--- src/rtl/fft_stream_r2.sv ---
// fft_stream_r2 -- streaming radix-2 decimation-in-time FFT on real samples.
//
// Loads N = 2**LOG2N signed real samples serially in bit-reversed order, then
// runs LOG2N stages in place with one shared butterfly per cycle. Twiddles
// are Q2.14 constants with round-half-up. Finally it unloads N complex bins
// in natural order.
//
// Ports:
//   clk, rst_n        rising-edge clock, asynchronous active-low reset
//   in_valid/ready    sample stream handshake; in_data is a signed DW-bit x[n]
//   out_valid/ready   bin stream handshake
//   out_re/out_im     signed OW-bit X[k], where OW = DW+LOG2N+1
//   out_index         bin index k
//   out_last          high with bin k = N-1
//   busy              high while computing or unloading
module fft_stream_r2 #(
    parameter int LOG2N = 3,
    parameter int DW    = 12
) (
    input  logic                     clk,
    input  logic                     rst_n,
    input  logic                     in_valid,
    output logic                     in_ready,
    input  logic signed [DW-1:0]     in_data,
    output logic                     out_valid,
    input  logic                     out_ready,
    output logic signed [DW+LOG2N:0] out_re,
    output logic signed [DW+LOG2N:0] out_im,
    output logic [LOG2N-1:0]         out_index,
    output logic                     out_last,
    output logic                     busy
);
    localparam int N  = 1 << LOG2N;
    localparam int OW = DW + LOG2N + 1;
    localparam int PW = OW + 16;   // full product width
    localparam int AW = OW + 17;   // product-pair sum width
    localparam logic [1:0] LAST_STAGE = 2'(LOG2N - 1);

    typedef enum logic [1:0] {S_LOAD, S_COMPUTE, S_UNLOAD} state_t;
    state_t state, state_nx;

    // cnt is the sample count in LOAD and the bin index in UNLOAD.
    // It wraps to zero at the end of both phases.
    logic [LOG2N-1:0] cnt;
    logic [LOG2N-2:0] bf;
    logic [1:0]       stage;

    logic signed [OW-1:0] mem_re [N];
    logic signed [OW-1:0] mem_im [N];

    logic [LOG2N-1:0] ld_addr, bfx, half, lowmask, pos, a_addr, b_addr, tw_k;
    logic [3:0]        tw_idx;
    logic signed [15:0] w_cos, w_sin;
    logic signed [OW-1:0] a_re, a_im, b_re, b_im, t_re, t_im;
    logic signed [PW-1:0] p_rc, p_is, p_ic, p_rs;
    logic signed [AW-1:0] sum_re, sum_im;

    always_comb begin
        ld_addr = '0;
        for (int unsigned i = 0; i < LOG2N; i++)
            ld_addr[i] = cnt[LOG2N-1-i];
    end

    // A stage-s butterfly pair is found by inserting a 0 (for a) or a 1
    // (for b) at bit s of the butterfly counter. The twiddle index is the
    // position within the group, scaled up to the N-point table.
    always_comb begin
        bfx     = {1'b0, bf};
        half    = LOG2N'(1) << stage;
        lowmask = half - 1'b1;
        pos     = bfx & lowmask;
        a_addr  = ((bfx & ~lowmask) << 1) | pos;
        b_addr  = a_addr | half;
        tw_k    = pos << (LAST_STAGE - stage);
        tw_idx  = 4'(tw_k) << (4 - LOG2N);
    end

    // Twiddle table for 16 points: cos and sin of 2*pi*k/16 times 16384.
    // An 8-point transform uses the even entries.
    always_comb begin
        w_cos = 16'sd16384;
        w_sin = 16'sd0;
        case (tw_idx)
            4'd1: begin w_cos =  16'sd15137; w_sin = 16'sd6270;  end
            4'd2: begin w_cos =  16'sd11585; w_sin = 16'sd11585; end
            4'd3: begin w_cos =  16'sd6270;  w_sin = 16'sd15137; end
            4'd4: begin w_cos =  16'sd0;     w_sin = 16'sd16384; end
            4'd5: begin w_cos = -16'sd6270;  w_sin = 16'sd15137; end
            4'd6: begin w_cos = -16'sd11585; w_sin = 16'sd11585; end
            4'd7: begin w_cos = -16'sd15137; w_sin = 16'sd6270;  end
            default: ;
        endcase
    end

    // t = b * (cos - j sin), rounded half-up from Q2.14.
    always_comb begin
        a_re   = mem_re[a_addr];
        a_im   = mem_im[a_addr];
        b_re   = mem_re[b_addr];
        b_im   = mem_im[b_addr];
        p_rc   = PW'(b_re) * PW'(w_cos);
        p_is   = PW'(b_im) * PW'(w_sin);
        p_ic   = PW'(b_im) * PW'(w_cos);
        p_rs   = PW'(b_re) * PW'(w_sin);
        sum_re = AW'(p_rc) + AW'(p_is) + AW'(8192);
        sum_im = AW'(p_ic) - AW'(p_rs) + AW'(8192);
        t_re   = OW'(sum_re >>> 14);
        t_im   = OW'(sum_im >>> 14);
    end

    always_ff @(posedge clk) begin
        if (state == S_LOAD && in_valid) begin
            mem_re[ld_addr] <= OW'(in_data);
            mem_im[ld_addr] <= '0;
        end else if (state == S_COMPUTE) begin
            mem_re[a_addr] <= a_re + t_re;
            mem_im[a_addr] <= a_im + t_im;
            mem_re[b_addr] <= a_re - t_re;
            mem_im[b_addr] <= a_im - t_im;
        end
    end

    always_ff @(posedge clk or negedge rst_n) begin
        if (!rst_n) begin
            state <= S_LOAD;
            cnt   <= '0;
            bf    <= '0;
            stage <= '0;
        end else begin
            state <= state_nx;
            case (state)
                S_LOAD:    if (in_valid) cnt <= cnt + 1'b1;
                S_COMPUTE: begin
                    bf <= bf + 1'b1;
                    if (&bf) stage <= (stage == LAST_STAGE) ? 2'd0 : stage + 2'd1;
                end
                S_UNLOAD:  if (out_ready) cnt <= cnt + 1'b1;
                default: ;
            endcase
        end
    end

    always_comb begin
        state_nx  = state;
        in_ready  = 1'b0;
        out_valid = 1'b0;
        busy      = 1'b0;
        case (state)
            S_LOAD: begin
                in_ready = 1'b1;
                if (in_valid && &cnt) state_nx = S_COMPUTE;
            end
            S_COMPUTE: begin
                busy = 1'b1;
                if (&bf && stage == LAST_STAGE) state_nx = S_UNLOAD;
            end
            S_UNLOAD: begin
                busy      = 1'b1;
                out_valid = 1'b1;
                if (out_ready && &cnt) state_nx = S_LOAD;
            end
            default: state_nx = S_LOAD;
        endcase
    end

    always_comb begin
        out_re    = out_valid ? mem_re[cnt] : '0;
        out_im    = out_valid ? mem_im[cnt] : '0;
        out_index = out_valid ? cnt : '0;
        out_last  = out_valid && (&cnt);
    end
endmodule

--- config.mk ---
export PLATFORM = sky130hd
export DESIGN_NAME = fft_stream_r2
export DESIGN_NICKNAME = d
export VERILOG_FILES = /design/src/rtl/fft_stream_r2.sv
export SDC_FILE = /design/constraint.sdc
export NUM_CORES = 2
export LEC_CHECK = 0
export ABC_AREA = 1
export CORE_MARGIN = 4
export CORE_UTILIZATION = 55
export CTS_BUF_LIST = sky130_fd_sc_hd__clkbuf_8 sky130_fd_sc_hd__clkbuf_16
export CTS_CLUSTER_SIZE = 14
export DETAILED_ROUTE_END_ITERATION = 16
export HOLD_SLACK_MARGIN = 0.15
export MAX_ROUTING_LAYER = met4
export PLACE_DENSITY = 0.67
export SLEW_MARGIN = 25
export SYNTH_ARGS = -nofsm -noshare
export SYNTH_HDL_FRONTEND = slang
export SYNTH_SLANG_ARGS = --single-unit
--- constraint.sdc ---
create_clock -name clk -period 17.9 [get_ports clk]
set_input_delay 4.475 -clock clk [delete_from_list [all_inputs] [get_ports clk]]
set_output_delay 4.475 -clock clk [all_outputs]
set_load 0.01 [all_outputs]
After elaboration in Yosys (flattened, before gate mapping)
Memories as Yosys holds them, arrays and structs flattened.
Index checks and enable logic that the tools add are counted.
{"block": "word_totals", "ram_bits": 256, "input_bits": 16, "mem_count": 2, "elab_cells": 84, "regBits": 9}
{"memory": "mem_im", "words": 8, "word_bits": 16, "read_ports": 3, "rd_ports_with_merged_regs": 0, "write_ports": 2, "line_no": "49", "rtl": "logic signed [OW-1:0] mem_im [N];"}
{"memory": "mem_re", "words": 8, "word_bits": 16, "read_ports": 3, "rd_ports_with_merged_regs": 0, "write_ports": 2, "line_no": "48", "rtl": "logic signed [OW-1:0] mem_re [N];"}
{"block": "classes", "muxes": 27, "reduce_logical": 16, "add_sub_neg": 13, "mul": 4, "n_shift": 2, "n_eq_ne": 11, "bitwise_logic": 5}
{"operator": "multiplier 16 x 16 -> 30 bit", "n": 4}
{"operator": "two-way mux 16 bit", "n": 4}
{"operator": "adder 30 x 15 -> 30 bit (second input constant)", "n": 2}
{"operator": "case mux 16 bit (3 select lines)", "n": 1}
{"operator": "adder 16 bit", "n": 2}
{"operator": "OR reduction 16 bit", "n": 2}
{"operator": "subtractor 16 bit", "n": 2}
{"operator": "adder 30 bit", "n": 1}
{"operator": "case mux 15 bit (2 select lines)", "n": 1}
{"operator": "subtractor 30 bit", "n": 1}
{"operator": "two-way mux 3 bit", "n": 5}
{"operator": "AND reduction 3 bit", "n": 4}
{"operator": "two-way mux 1 bit", "n": 10}
{"operator": "two-way mux 2 bit", "n": 4}
{"operator": "== test 3 x 2 -> 1 bit (second input constant)", "n": 2}
{"operator": "!= test 2 bit (second input constant)", "n": 3}
{"operator": "bitwise OR 3 bit", "n": 2}
{"operator": "case mux 2 bit (3 select lines)", "n": 1}
{"operator": "case mux 3 bit (2 select lines)", "n": 1}
{"operator": "logical AND 1 bit", "n": 5}
{"operator": "adder 2 x 1 -> 2 bit (second input constant)", "n": 2}
{"operator": "== test 2 bit (second input constant)", "n": 2}
{"operator": "!= test 2 x 1 -> 1 bit (second input constant)", "n": 2}
{"operator": "OR reduction 2 bit", "n": 2}
{"operator": "other kinds (13)", "n": 13}

Logic depth before layout (Yosys ltp)
{"block": "logic_depth", "word_depth": 12, "depth_mapped": 60}

Worst setup path before layout
No wires, ideal clock.
{"block": "synth_path", "path_kind": "register to register", "start": "register stage[0]", "end": "memory mem_im[0][15] in the netlist's numbering (data pin)", "setup_time_ns": 0.254, "synth_period_minus_slack_ns": 11.005, "required_time_ns": 17.646, "path_slack_ns": 6.895, "path_buffers": 7, "arrival_time_ns": 10.752, "stages_incl_launch_ff": 54, "path_cell_list": "dfrtp_1 > inv_1 > ha_1 > nor2_4 > buf_6 > buf_6 > buf_2 > buf_2 > buf_2 > buf_2 > o21ai_0 > a22oi_1 > nand3_1 > nor2_1 > inv_1 > fa_1 > inv_1 > fa_1 > [... 18 more ...] > nand3_2 > a21oi_1 > or2_0 > nand2_1 > ha_1 > buf_2 > o31ai_1 > a21boi_0 > o21ai_0 > a21boi_0 > o21ai_0 > nand2_1 > nand2_1 > nand2_1 > a21oi_1 > o21ai_4 > nand3_1 > nand2_1"}
{"item": "start: declaration", "line_no": "46", "rtl": "logic [1:0] stage;"}
{"item": "start signal: assignment", "line_no": "135", "rtl": "if (&bf) stage <= (stage == LAST_STAGE) ? 2'd0 : stage + 2'd1;"}
{"item": "end: declaration", "line_no": "49"}

==> flow_summary.yaml <==
floorplan:
  die_w_um: 301
  die-area_sq_um: 90700
  ios: 55
  rows: 107
  fp.dieH_um: 301
  fp.coreArea_sq_um: 85100
  start_util_pct: 55.5
synth:
  yosysSeqAreaShare_pct: 16.7
  syn_inst: 5908
  synth_cell_types: 67
  synth_area_sq_um: 47200
  synth-main-ff-cell: "edfxtp_1"
  synth-edff-count: 256
  ys_ff_latch: 265
  syn_nets: 7065
  synth_warnings: 0
  async_flop_share_pct: 3.40
  avgSynthCellArea_sq_um: 8.00
global_route:
  antenna_found_initial: 3
  overflow: 0
  grt_pass1_wl_mm: 232
  grt_pass1_vias: 38806
  grt_usage_pct: 35.0
  grt_max_degree: 167
worst_setup_path:
  worst_r2r_path_depth: 50
  crit_family: "adder cells"
  cp.arrival_ns: 13.77
  end_kind: "flip-flop"
  crit_top_cell: "inv_1"
  critPathMaxStageDelay_ns: 0.76
  cp_slowest_cell: "nor2_1"
  critPathMaxFanout: 166
  crit_buf_inv: 12
  r2r_setup_slack_ns: 4.44
  critPathLaunchType: "flip-flop"
  rr_endpoint: "mem_im[2][14]$_DFFE_PP_"
  critPathKind: "reg2reg"
  r2r-start: "stage[0]$_DFFE_PN0P_"
  critical_path_required_ns: 18.21
sta:
  worstMarginPinSlew_ns: 1.11
  slew-limit-headroom_pct: 25.8
  hold_viol_final: 0
  finalSetupTns_ns: 0
  setup_violations: 0
  setup_ws_ns: 4.44
  fin_worst_skew_ns: 0.0176
  drv_slew: 0
  period_minus_slack_ns: 13.46
  fin_crit_sh_pct: 75.2
  fmax_mhz: 74.3
  rsz0062_at_grt: "false"
drt:
  viasPerCell: 5.69
  drt_iter0_drc: 3797
  met2_length_mm: 71.6
  first_pass_iters: 8
  ant_nets: 0
  drc: 0
  wl_met3_mm: 13.7
  drt-met1-wl_mm: 58.6
  top_layer: "met4"
  via_count: 39769
  finalWirelength_mm: 153
  wire_per_inst_um: 21.9
min_path:
  hold_start: "stage[1]$_DFFE_PN0P_"
  min_path_cells: 2
  whs_endpoint: "stage[1]$_DFFE_PN0P_"
  hold_class: "reg2reg"
run:
  cap_violations: 0
place:
  dp.cells: 6934
  hpwl_mm: 116
  gp_congestion: 0.930
  port_buffers: 54
  pre_cts_slack_ns: 4.58
cts:
  numClockSinks: 265
  cts-hold-fix-buffers: 0
  ctsResizeCount: 0
  cts_buffers: 27
  cts.clk_slew.worst_paths_ns: 0.07
  clk_latency_ns: 0.57
  root_buffer: "clkbuf_16"
  cts_setup_buffers: 0
  tritoncts: "done"
  clockBufferDepth: 3
  htreeDepth: 1
final_layout:
  fin_cells: 6988
  fillers: 7775
  seq_area_sq_um: 7920
  multi_input_area_sq_um: 33100
  syn_to_final_growth_pct: 5.40
  final_nets: 6978
  post_route_cells_drive_above_1_share_pct: 3.70
outcome:
  outcome: "finished, final reports clean"
-- cell usage in the layout (no fill, tap or decap), types with 10 or more instances in the layout --
| cell | netlist | final |
|---|---|---|
| inv_1 | 1412 | 1412 |
| nand2_1 | 879 | 878 |
| fa_1 | 666 | 666 |
| o21ai_0 | 642 | 635 |
| ha_1 | 475 | 473 |
| a21oi_1 | 443 | 443 |
| nor2_1 | 371 | 361 |
| edfxtp_1 | 256 | 256 |
| nand3_1 | 90 | 90 |
| xor2_1 | 75 | 74 |
| buf_4 | 1 | 65 |
| clkdlybuf4s50_1 | 0 | 54 |
| o21a_1 | 37 | 37 |
| nor3_1 | 33 | 33 |
| nand4_1 | 27 | 27 |
| clkbuf_16 | 0 | 27 |
| a31oi_1 | 23 | 23 |
| xnor2_1 | 23 | 23 |
| o21ai_1 | 22 | 22 |
| nand2_2 | 20 | 20 |
| nor2_2 | 7 | 16 |
| o211ai_1 | 16 | 16 |
| a21o_1 | 16 | 16 |
| o31ai_1 | 13 | 13 |
| inv_2 | 11 | 10 |
-- worst max-delay path by stage --
stage,from,to,slack (ns),cells after the start
after global routing,stage[0]$_DFFE_PN0P_,mem_im[3][14]$_DFFE_PP_,3.43,50
after floorplan,stage[0]$_DFFE_PN0P_,mem_im[0][15]$_DFFE_PP_,6.89,53
after CTS,stage[0]$_DFFE_PN0P_,mem_im[6][14]$_DFFE_PP_,4.52,50
after detailed placement,stage[0]$_DFFE_PN0P_,mem_im[6][14]$_DFFE_PP_,4.58,52
final,stage[0]$_DFFE_PN0P_,mem_im[2][14]$_DFFE_PP_,4.44,50
after global placement,stage[0]$_DFFE_PN0P_,mem_im[2][14]$_DFFE_PP_,4.86,49
-- layer usage --
| layer | vias up | GRT usage (%) |
|---|---|---|
| li1 | 18262 | - |
| met1 | 19125 | 44.6 |
| met2 | 1941 | 56.5 |
| met3 | 441 | 4.49 |
| met4 | 0 | 15.8 |
| met5 | - | - |
-- registers in the layout, indices dropped and copies added (netlist names) --
signal / count
bf: 2
cnt: 3
mem_im: 128
mem_re: 128
stage: 2
state: 2
-- worst register-to-register path: cells and delay by family (launching register included) --
kind / cells / cell delay, ns
DFF: 1 / 0.44
xor gates and xnor gates: 1 / 0.43
adders and majority gates: 11 / 5.07
buffers and inverters: 12 / 2.14
AOI/OAI and AO/OA: 13 / 2.71
and+or+nand+nor: 13 / 2.44
-- kinds of logic after synthesis --
| family | Yosys count | share of synthesized area, % |
|---|---|---|
| simple gates | 1472 | 12.8 |
| xor+xnor | 99 | 1.85 |
| mux | 1 | 0.0212 |
| compound gates | 1267 | 14.3 |
| fa+ha+maj | 1141 | 40.8 |
| other cells | 1 | 0.00794 |
| flops | 265 | 16.7 |
| buf+inv | 1662 | 13.4 |
-- per-stage QoR --
| step | hold WS [ns] | cell area, sq um | utilization (%) |
|---|---|---|---|
| after floorplan | 0.478 | 47200 | - |
| after global placement | 0.502 | 48900 | 57.4 |
| after detailed placement | 0.518 | 48900 | 57.4 |
| after CTS | 0.534 | 49800 | 58.5 |
| after global routing | 0.626 | 49800 | 58.5 |
| final | 0.526 | 49800 | 58.5 |
-- cell type report --
| type | instances | share of cell area [%] |
|---|---|---|
| diodes | 2 | 0.0101 |
| clock buffers | 27 | 1.36 |
| clock inverters | 23 | 0.445 |
| inverters | 1425 | 10.8 |
| multi-input cells | 3981 | 66.5 |
| flip-flops and latches | 265 | 15.9 |
| well taps | 1144 | 2.87 |
| repair buffers | 121 | 2.14 |
-- cell usage after synthesis (23+ instances only) --
cell / n / area [sq um]
nor2_1: 371 / 1390
xor2_1: 75 / 657
o21ai_0: 642 / 3210
xnor2_1: 23 / 201
buf_2: 33 / 165
clkbuf_1: 177 / 664
nor3_1: 33 / 165
o21a_1: 37 / 278
nand3_1: 90 / 450
a21oi_1: 443 / 2220
nand2_1: 879 / 3300
nand4_1: 27 / 169
edfxtp_1: 256 / 7690
fa_1: 666 / 13300
ha_1: 475 / 5940
a31oi_1: 23 / 144
inv_1: 1412 / 5300
Power is left out: the tool's default activity adds up to more than one toggle a clock period on the data nets, which glitch-free logic cannot reach.
